<file path="config.mk">
export PLATFORM = sky130hd
export DESIGN_NAME = seq_detect_param
export DESIGN_NICKNAME = d
export VERILOG_FILES = /design/src/rtl/seq_detect_param.sv
export SDC_FILE = /design/constraint.sdc
export NUM_CORES = 1
export LEC_CHECK = 0
export BUFFER_PORTS_ARGS = -buffer_cell sky130_fd_sc_hd__buf_2
export CORE_MARGIN = 5
export CORE_UTILIZATION = 47
export DETAILED_ROUTE_END_ITERATION = 6
export MAX_ROUTING_LAYER = met4
export PLACE_DENSITY_LB_ADDON = 0.12
export SYNTH_ARGS = -nofsm -noshare
export SYNTH_HDL_FRONTEND = slang
export SYNTH_SLANG_ARGS = --single-unit
</file>
<file path="constraint.sdc">
create_clock -name clk -period 2.9 [get_ports clk]
set_input_delay 0.435 -clock clk [delete_from_list [all_inputs] [get_ports clk]]
set_output_delay 0.435 -clock clk [all_outputs]
set_load 0.05 [all_outputs]
</file>
<file path="src/rtl/seq_detect_param.sv">
// Serial sequence detector: one switch bit per tick (MSB first) is compared against a loaded M-bit pattern.
// All outputs are registered, with 1 clk latency from tick. There is no backpressure: every tick consumes one bit.
module seq_detect_param #(
   parameter  int N      = 8,
   parameter  int M      = 4,
   parameter  int CNT_W  = 4,
   parameter  int FRAMED = 0,
   localparam int IW     = $clog2(N)
) (
   input  logic             clk,
   input  logic             reset,
   input  logic             tick,
   input  logic [N-1:0]     switches,
   input  logic [M-1:0]     pattern,
   input  logic             load,
   input  logic             ovl,
   output logic [IW-1:0]    bit_sel,
   output logic [N-1:0]     leds,
   output logic             z,
   output logic [CNT_W-1:0] match_cnt,
   output logic             frame_done,
   output logic             result
);

   localparam int FW = $clog2(M + 1);
   localparam logic [IW-1:0] LAST  = IW'(N - 1);
   localparam logic [FW-1:0] MFILL = FW'(M);

   typedef enum logic {FILLING, ARMED} state_t;

   state_t           state_q, state_d;
   logic [IW-1:0]    bit_sel_q, bit_sel_d;
   logic [N-1:0]     leds_q, leds_d;
   logic [M-2:0]     hist_q, hist_d;
   logic [FW-1:0]    fill_q, fill_d;
   logic [M-1:0]     pat_q, pat_d;
   logic [CNT_W-1:0] cnt_q, cnt_d;
   logic             z_q, z_d;
   logic             fd_q, fd_d;
   logic             res_q, res_d;
   logic             hit_q, hit_d;

   logic             b;
   logic [M-1:0]     h_nxt;
   logic [FW-1:0]    f_nxt;
   logic             arriving;
   logic             match;

   // Only M-1 history bits are kept; the newest bit completes the M-bit window.
   assign b        = switches[LAST - bit_sel_q];
   assign h_nxt    = {hist_q, b};
   assign arriving = (state_q == ARMED) || (fill_q == FW'(M - 1));
   assign f_nxt    = arriving ? MFILL : fill_q + 1'b1;
   assign match    = arriving && (h_nxt == pat_q);

   always_comb begin
      bit_sel_d = bit_sel_q;
      hist_d    = hist_q;
      fill_d    = fill_q;
      pat_d     = pat_q;
      cnt_d     = cnt_q;
      res_d     = res_q;
      hit_d     = hit_q;
      z_d       = 1'b0;
      fd_d      = 1'b0;
      if (load) begin
         pat_d     = pattern;
         bit_sel_d = '0;
         hist_d    = '0;
         fill_d    = '0;
         hit_d     = 1'b0;
         cnt_d     = '0;
      end else if (tick) begin
         hist_d    = h_nxt[M-2:0];
         fill_d    = (match && !ovl) ? '0 : f_nxt;
         bit_sel_d = (bit_sel_q == LAST) ? '0 : bit_sel_q + 1'b1;
         z_d       = match;
         if (match && (cnt_q != '1))
            cnt_d = cnt_q + 1'b1;
         if (bit_sel_q == LAST) begin
            fd_d  = 1'b1;
            res_d = hit_q | match;
            hit_d = 1'b0;
            if (FRAMED != 0) begin
               hist_d = '0;
               fill_d = '0;
            end
         end else begin
            hit_d = hit_q | match;
         end
      end
      state_d = (fill_d == MFILL) ? ARMED : FILLING;
      leds_d  = '0;
      leds_d[LAST - bit_sel_d] = 1'b1;
   end

   always_ff @(posedge clk) begin
      if (reset) begin
         state_q   <= FILLING;
         bit_sel_q <= '0;
         leds_q    <= {1'b1, {(N-1){1'b0}}};
         hist_q    <= '0;
         fill_q    <= '0;
         pat_q     <= '0;
         cnt_q     <= '0;
         z_q       <= 1'b0;
         fd_q      <= 1'b0;
         res_q     <= 1'b0;
         hit_q     <= 1'b0;
      end else begin
         state_q   <= state_d;
         bit_sel_q <= bit_sel_d;
         leds_q    <= leds_d;
         hist_q    <= hist_d;
         fill_q    <= fill_d;
         pat_q     <= pat_d;
         cnt_q     <= cnt_d;
         z_q       <= z_d;
         fd_q      <= fd_d;
         res_q     <= res_d;
         hit_q     <= hit_d;
      end
   end

   assign bit_sel    = bit_sel_q;
   assign leds       = leds_q;
   assign z          = z_q;
   assign match_cnt  = cnt_q;
   assign frame_done = fd_q;
   assign result     = res_q;

endmodule

</file>
==> metrics.md, run 1 <==
| Metric | Value |
|---|---|
| Status | finished clean |
| CP max FO | 6 |
| WL per Instance | 14.4 microns |
| Vias | 1070 |
| Final ANT Viol Nets | 0 |
| CTS sink count | 30 |
| # Post-CTS Setup Buffers | 0 |
| Hold wc startpoint | ovl |
| WP data required | 3110 ps |
| Mapped Cells | 126 |
| Clock transition at the registers of the reported paths | 80 ps |
| CP Class | reg -> reg |
| Hold Vio Cnt, Final | 0 |
| Distinct cells, synth | 35 |
| Core Area | 2710 sq um |
| Yosys top cell area share | 0.463 |
| EDFF count, synth | 0 |
| CTS buffer count | 5 |
| Die area | 3910 sq um |
| Chip Width | 62.5 microns |
| Psw | 181 uW |
| Synth cell count leaders | 30 x dfxtp_1, 21 x nor2_1, 12 x mux2i_1 |
| Vias in the first global route | 1107 |
| Reg power frac | 0.591 |
| Startpoint Class | register |
| Ant. Diodes | 0 |
| Met3 routed WL | 169 microns |
| Met1 WL | 1200 microns |
| Setup violators final | 0 |
| CTS root buffer | clkbuf_4 |
| Comb pwr share | 0.106 |
| Crit path DAT | 2450 ps |
| Area Overhead vs Synth | 18.1% |
| Worst reg2reg path startpoint | bit_sel[0]$_SDFF_PP0_ |
| Crit-path cells | mux4_1, mux2i_4, xor2_2, nand3_2, o311a_1 |
| Crit path time final | 2250 ps |
| H-tree depth | 2 |
| Largest net degree at the start of global routing | 22 |
| Dpl cells | 186 |
| Share of layout cells above drive strength 1 | 0.278 |
| Io pins | 35 |
| Worst path max stage delay | 630 ps |
| Global placement routability congestion | 0.754 |
| Critical Path Start | bit_sel[0]$_SDFF_PP0_ |
| Seq/Total Area, Yosys | 0.463 |
| Delay-heaviest family, CP | multiplexers |
| I/O Buffers | 34 |
| Crit end category | register |
| Post-CTS sizing | 0 |
| Clock share of power | 0.303 |
| Unrepaired setup endpoints after global routing | no |
| Initial DRC Count | 48 |
| Syn nets | 148 |
| # hold bufs at CTS | 0 |
| F_max | 0.445 GHz |
| Maximum Capacitance Violations | 0 |
| Fraction of registers with async set/reset | 0 |
| Total wire length | 2770 microns |
| Post-Layout Cell Count | 193 |
| Switching Fraction | 0.251 |
| Internal | 542 uW |
| Worst path bufs/invs | 0 |
| Clock skew | 4.51 ps |
| Clock tree buffer depth | 2 |
| Row count | 19 |
| Final nets | 184 |
| Most frequent cell after synthesis | dfxtp_1 |
| CTS tree | built |
| First-pass GRT wire length | 4860 microns |
| WHS | 348 ps |
| Synthesis Warnings | 0 |
| Setup TNS Final | 0 ps |
| Clk_lat worst skew | 320 ps |
| Leakage | 0.756 nW |
| Pwr Density | 472 nW/um^2 |
| GRT Util Overall | 0.160 |
| Count of state elements after synthesis | 30 |
| Detailed Routing Iterations Pass 1 | 4 |
| Largest cells by area after synthesis | dfxtp_1 46%, mux2i_1 9.3%, nor2_1 6.1% |
| Vias per cell | 5.54 |
| Area leader, netlist | dfxtp_1 |
| Drt drc | 0 |
| Starting Density | 0.479 |
| Final Max Tran Viols | 0 |
| Synth Area per Inst | 10.3 sq um |
| Slowest-stage cell, CP | mux4_1 |
| Slew @ Worst Pin | 511 ps |
| Die height | 62.5 microns |
| Most used DFF post-synth | dfxtp_1 |
| Top sig layer | met4 |
| VDD IR-drop max | 0.363 mV |
| Fill cells | 248 |
| Fin crit share | 0.775 |
| Grt total ovfl | 0 |
| DP HPWL | 2110 microns |
| Worst Hold Class | in -> reg |
| Initial antenna violation count | 0 |
| Rel. slew slack | 0.649 |
| Post-Syn Area | 1300 sq um |
| Met2 WL | 1360 microns |
-- layout by cell type (no fill, tap or decap), drive strengths merged --
master	count
ha	5
nor3	2
nand3	4
a211oi	2
o21ai	2
clkbuf	7
o41ai	1
or2	1
buf	34
nor4	2
or3	1
o211a	1
nand4	1
nor2	21
nand2b	2
o21a	1
nand2	6
mux4	2
a221oi	1
mux2i	13
inv	4
o311a	1
nor4b	1
and3	5
dfxtp	30
a21oi	3
a41o	2
a31oi	1
xor2	4
o31ai	1
and4b	1
-- power groups by stage --
stage	logic, mW	registers, mW	clock network (mW)
after floorplan	0.0458	0.446	0
after global placement	0.0753	0.437	0
after detailed placement	0.0776	0.437	0
after CTS	0.0781	0.428	0.226
after global routing	0.0859	0.429	0.253
final	0.0770	0.427	0.219
-- through the flow --
stage / util / cell area (sq um) / power, mW / setup WS [ps]
final: 0.566 / 1530 / 0.723 / 653
after global routing: 0.566 / 1530 / 0.768 / 559
after CTS: 0.566 / 1530 / 0.732 / 636
after detailed placement: 0.549 / 1490 / 0.515 / 675
after global placement: 0.549 / 1490 / 0.512 / 742
after floorplan: - / 1300 / 0.491 / 496
-- sequential cells by signal, summed over array words and instances, names as in the netlist --
register,cells
pat_q,4
state_q,1
z,1
match_cnt,4
result,1
fill_q,3
hit_q,1
bit_sel,3
hist_q,3
frame_done,1
leds,8
-- worst register-to-register path, cell delays in order (launching register included) --
cell,delay (ps)
dfxtp_1,470
mux4_1,630
mux2i_4,200
xor2_2,260
nand3_2,180
o311a_1,390
-- kinds of logic (layout without fill, tap and decap cells) --
| group | count (synthesis) | after routing | share of synthesized area |
|---|---|---|---|
| flops | 30 | 30 | 0.463 |
| compound gates | 16 | 16 | 0.0974 |
| xor+xnor | 4 | 4 | 0.0328 |
| mux | 15 | 15 | 0.150 |
| buf+inv | 9 | 45 | 0.0260 |
| simple gates | 47 | 47 | 0.182 |
| fa+ha+maj | 5 | 5 | 0.0482 |
-- routing by layer --
layer  vias to the layer above  global-route usage
met5                         -                   -
met4                         0              0.0557
met3                         6              0.0647
met2                        32               0.253
met1                       509               0.184
li1                        523                   -
-- area by class of cell --
| type | instances | area (sq um) | share of cell area |
|---|---|---|---|
| clock buffers | 7 | 45.0 | 0.0294 |
| inverters | 4 | 15.0 | 0.00980 |
| multi-input cells | 87 | 663 | 0.433 |
| flip-flops and latches | 30 | 601 | 0.392 |
| well taps | 31 | 38.8 | 0.0253 |
| repair buffers | 34 | 170 | 0.111 |
-- final timing paths --
check | to | slack [ps] | cells after the start
max | match_cnt[2]$_SDFFE_PP0P_ | 650 | 5
min | fill_q[2]$_SDFF_PP0_ | 350 | 2
max reg2reg | match_cnt[2]$_SDFFE_PP0P_ | 650 | 5
min reg2reg | hit_q$_SDFFE_PP0P_ | 480 | 2
(Power assumes the default switching activity.)
==> run 2, diff against run 1 <==
--- a/config.mk
+++ b/config.mk
@@ -5,6 +5,7 @@
 export SDC_FILE = /design/constraint.sdc
 export NUM_CORES = 1
 export LEC_CHECK = 0
+export ABC_AREA = 1
 export BUFFER_PORTS_ARGS = -buffer_cell sky130_fd_sc_hd__buf_2
 export CORE_MARGIN = 5
 export CORE_UTILIZATION = 47
==> constraint.sdc (replaced) <==
create_clock -name clk -period 2.3 [get_ports clk]
set_input_delay 0.345 -clock clk [delete_from_list [all_inputs] [get_ports clk]]
set_output_delay 0.345 -clock clk [all_outputs]
set_load 0.05 [all_outputs]
==> run 2 against run 1 <==
  * Worst hold slack got worse by 110 ps
  * Non-clock buffer count did not move
  * Clock power rose to 2.6 times the previous value
  * Clock skew fell by 1.0 ps
  * Critical path type unchanged
  * Largest cell class unchanged
==> metrics.md, run 2 <==
| Metric | Value |
|---|---|
| Status | finished clean |
| Chip Width | 63.4 microns |
| Synth cell count leaders | 34 x nand2_1, 30 x dfxtp_1, 26 x inv_1 |
| WL per Instance | 11.7 microns |
| Crit path time final | 1720 ps |
| Rel. slew slack | 0.737 |
| CP max FO | 4 |
| Final Max Tran Viols | 0 |
| Area leader, netlist | dfxtp_1 |
| Clock share of power | 0.466 |
| Reg power frac | 0.448 |
| EDFF count, synth | 0 |
| GRT Util Overall | 0.171 |
| Count of state elements after synthesis | 30 |
| Global placement routability congestion | 0.850 |
| CTS buffer count | 5 |
| Crit end category | register |
| Synthesis Warnings | 0 |
| Vias in the first global route | 1307 |
| Slowest-stage cell, CP | dfxtp_1 |
| Fin crit share | 0.749 |
| Most frequent cells in the layout | 34 x nand2_1, 34 x buf_2, 30 x dfxtp_1 |
| I/O Buffers | 34 |
| Startpoint Class | register |
| H-tree depth | 2 |
| R2R Setup Slk | 580 ps |
| Total wire length | 2900 microns |
| Clock skew | 3.46 ps |
| Distinct cells, synth | 25 |
| CTS root buffer | clkbuf_4 |
| Number of cells on the worst hold path | 3 |
| Comb pwr share | 0.086 |
| Post-Syn Area | 1340 sq um |
| Pwr Density | 731 nW/um^2 |
| Slew @ Worst Pin | 394 ps |
| Die height | 63.4 microns |
| Worst Hold Class | in -> reg |
| Detailed Routing Iterations Pass 1 | 4 |
| Worst reg2reg path startpoint | fill_q[0]$_SDFF_PP0_ |
| Yosys top cell area share | 0.447 |
| Area Overhead vs Synth | 22.6% |
| Setup TNS Final | 0 ps |
| Most used DFF post-synth | dfxtp_1 |
| Grt total ovfl | 0 |
| Clock tree buffer depth | 2 |
| Die area | 4030 sq um |
| # Post-CTS Setup Buffers | 0 |
| Setup violators final | 0 |
| Fraction of registers with async set/reset | 0 |
| Clock transition at the registers of the reported paths | 100 ps |
| WP data required | 2530 ps |
| Row count | 19 |
| CTS sink count | 30 |
| Syn nets | 202 |
| Worst path max stage delay | 370 ps |
| DP HPWL | 2220 microns |
| Reg-to-reg endpoint | state_q$_SDFF_PP0_ |
| Io pins | 35 |
| Hold wc startpoint | pattern[2] |
| Vias | 1240 |
| Most frequent cell after synthesis | nand2_1 |
| CP Class | reg -> reg |
| Largest cells by area after synthesis | dfxtp_1 45%, nand2_1 9.5%, inv_1 7.3% |
| Internal | 934 uW |
| Post-CTS sizing | 0 |
| Share of layout cells above drive strength 1 | 0.239 |
| Core Area | 2760 sq um |
| Reg2Reg Depth | 9 |
| Hold Path Sink | pat_q[2]$_SDFFE_PP0P_ |
| Initial DRC Count | 37 |
| Final ANT Viol Nets | 0 |
| Crit path DAT | 1950 ps |
| Hold Vio Cnt, Final | 0 |
| Maximum Capacitance Violations | 0 |
| Fill cells | 263 |
| Util after Layout | 0.597 |
| Psw | 270 uW |
| Ant. Diodes | 0 |
| VDD IR-drop max | 0.643 mV |
| Leakage | 0.842 nW |
| CTS tree | built |
| Synth Area per Inst | 7.46 sq um |
| Initial antenna violation count | 0 |
| Crit-path cells | ha_1, ha_1, nor2_1, inv_1, o21ai_0, nor3_4, nand3_1, o21bai_1, nor2_1 |
| Seq/Total Area, Yosys | 0.447 |
| Largest net degree at the start of global routing | 18 |
| Drt drc | 0 |
| Switching Fraction | 0.224 |
| Final nets | 239 |
| Critical Path Start | fill_q[0]$_SDFF_PP0_ |
| F_max | 0.580 GHz |
| Clk_lat worst skew | 330 ps |
| # hold bufs at CTS | 0 |
| First-pass GRT wire length | 5460 microns |
| Max FFs per register | 8 |
| Vias per cell | 4.98 |
| Mapped Cells | 180 |
| Starting Density | 0.487 |
| Unrepaired setup endpoints after global routing | no |
==> run 2: worst max-delay path by stage <==
stage | endpoint | slack [ps] | cells after the start
6_report | state_q$_SDFF_PP0_ | 580 | 9
5_1_grt | state_q$_SDFF_PP0_ | 350 | 9
4_1_cts | state_q$_SDFF_PP0_ | 560 | 9
3_5_place_dp | state_q$_SDFF_PP0_ | 600 | 9
3_3_place_gp | state_q$_SDFF_PP0_ | 710 | 9
2_1_floorplan | leds[7]$_SDFF_PP1_ | 570 | 7
==> run 2: kinds of logic (layout without fill, tap and decap cells) <==
logic type | Yosys count | count (layout) | share of synthesized area
AO/OA/AOI/OAI | 28 | 28 | 0.113
flip-flops | 30 | 30 | 0.447
buffers and inverters | 32 | 70 | 0.0904
adder cells (fa/ha/maj) | 5 | 5 | 0.0466
AND/OR/NAND/NOR | 82 | 82 | 0.283
XOR/XNOR | 3 | 3 | 0.0196
==> run 2: through the flow <==
step / hold WS [ps] / instance area, sq um / setup WS [ps] / total power [mW] / instances
2_1_floorplan: 444 / 1340 / 566 / 0.625 / 180
3_3_place_gp: 461 / 1540 / 706 / 0.654 / 241
3_5_place_dp: 476 / 1540 / 599 / 0.656 / 241
4_1_cts: 232 / 1650 / 563 / 1.21 / 249
5_1_grt: 232 / 1650 / 350 / 1.25 / 249
6_report: 238 / 1650 / 577 / 1.20 / 249
==> run 2: per-layer routing <==
metal,share of wire,global-route usage,vias to the layer above
met5,0,-,-
met4,0.018,0.0727,0
met3,0.065,0.0551,5
met2,0.48,0.280,38
met1,0.43,0.189,552
li1,-,-,645
==> run 2: final cells by class <==
| class | count | area (sq um) | area share |
|---|---|---|---|
| multi-input combinational | 118 | 621 | 0.377 |
| sequential | 30 | 601 | 0.365 |
| timing repair buffer | 34 | 170 | 0.103 |
| inverter | 28 | 105 | 0.0638 |
| clock inverter | 2 | 60.1 | 0.0365 |
| clock buffer | 6 | 51.3 | 0.0312 |
| tap | 31 | 38.8 | 0.0236 |
==> run 2: worst max-delay path: cells and delay by family (launching register included) <==
family | cells | cell delay [ps]
simple gates | 4 | 530
buf+inv | 1 | 60
compound gates | 2 | 350
fa+ha+maj | 2 | 310
flops | 1 | 370
==> run 2: power groups by stage <==
stage | combinational [mW] | sequential [mW] | clock [mW]
6_report | 0.104 | 0.539 | 0.560
3_3_place_gp | 0.103 | 0.551 | 0
4_1_cts | 0.105 | 0.540 | 0.566
3_5_place_dp | 0.104 | 0.551 | 0
5_1_grt | 0.120 | 0.541 | 0.591
2_1_floorplan | 0.0621 | 0.563 | 0
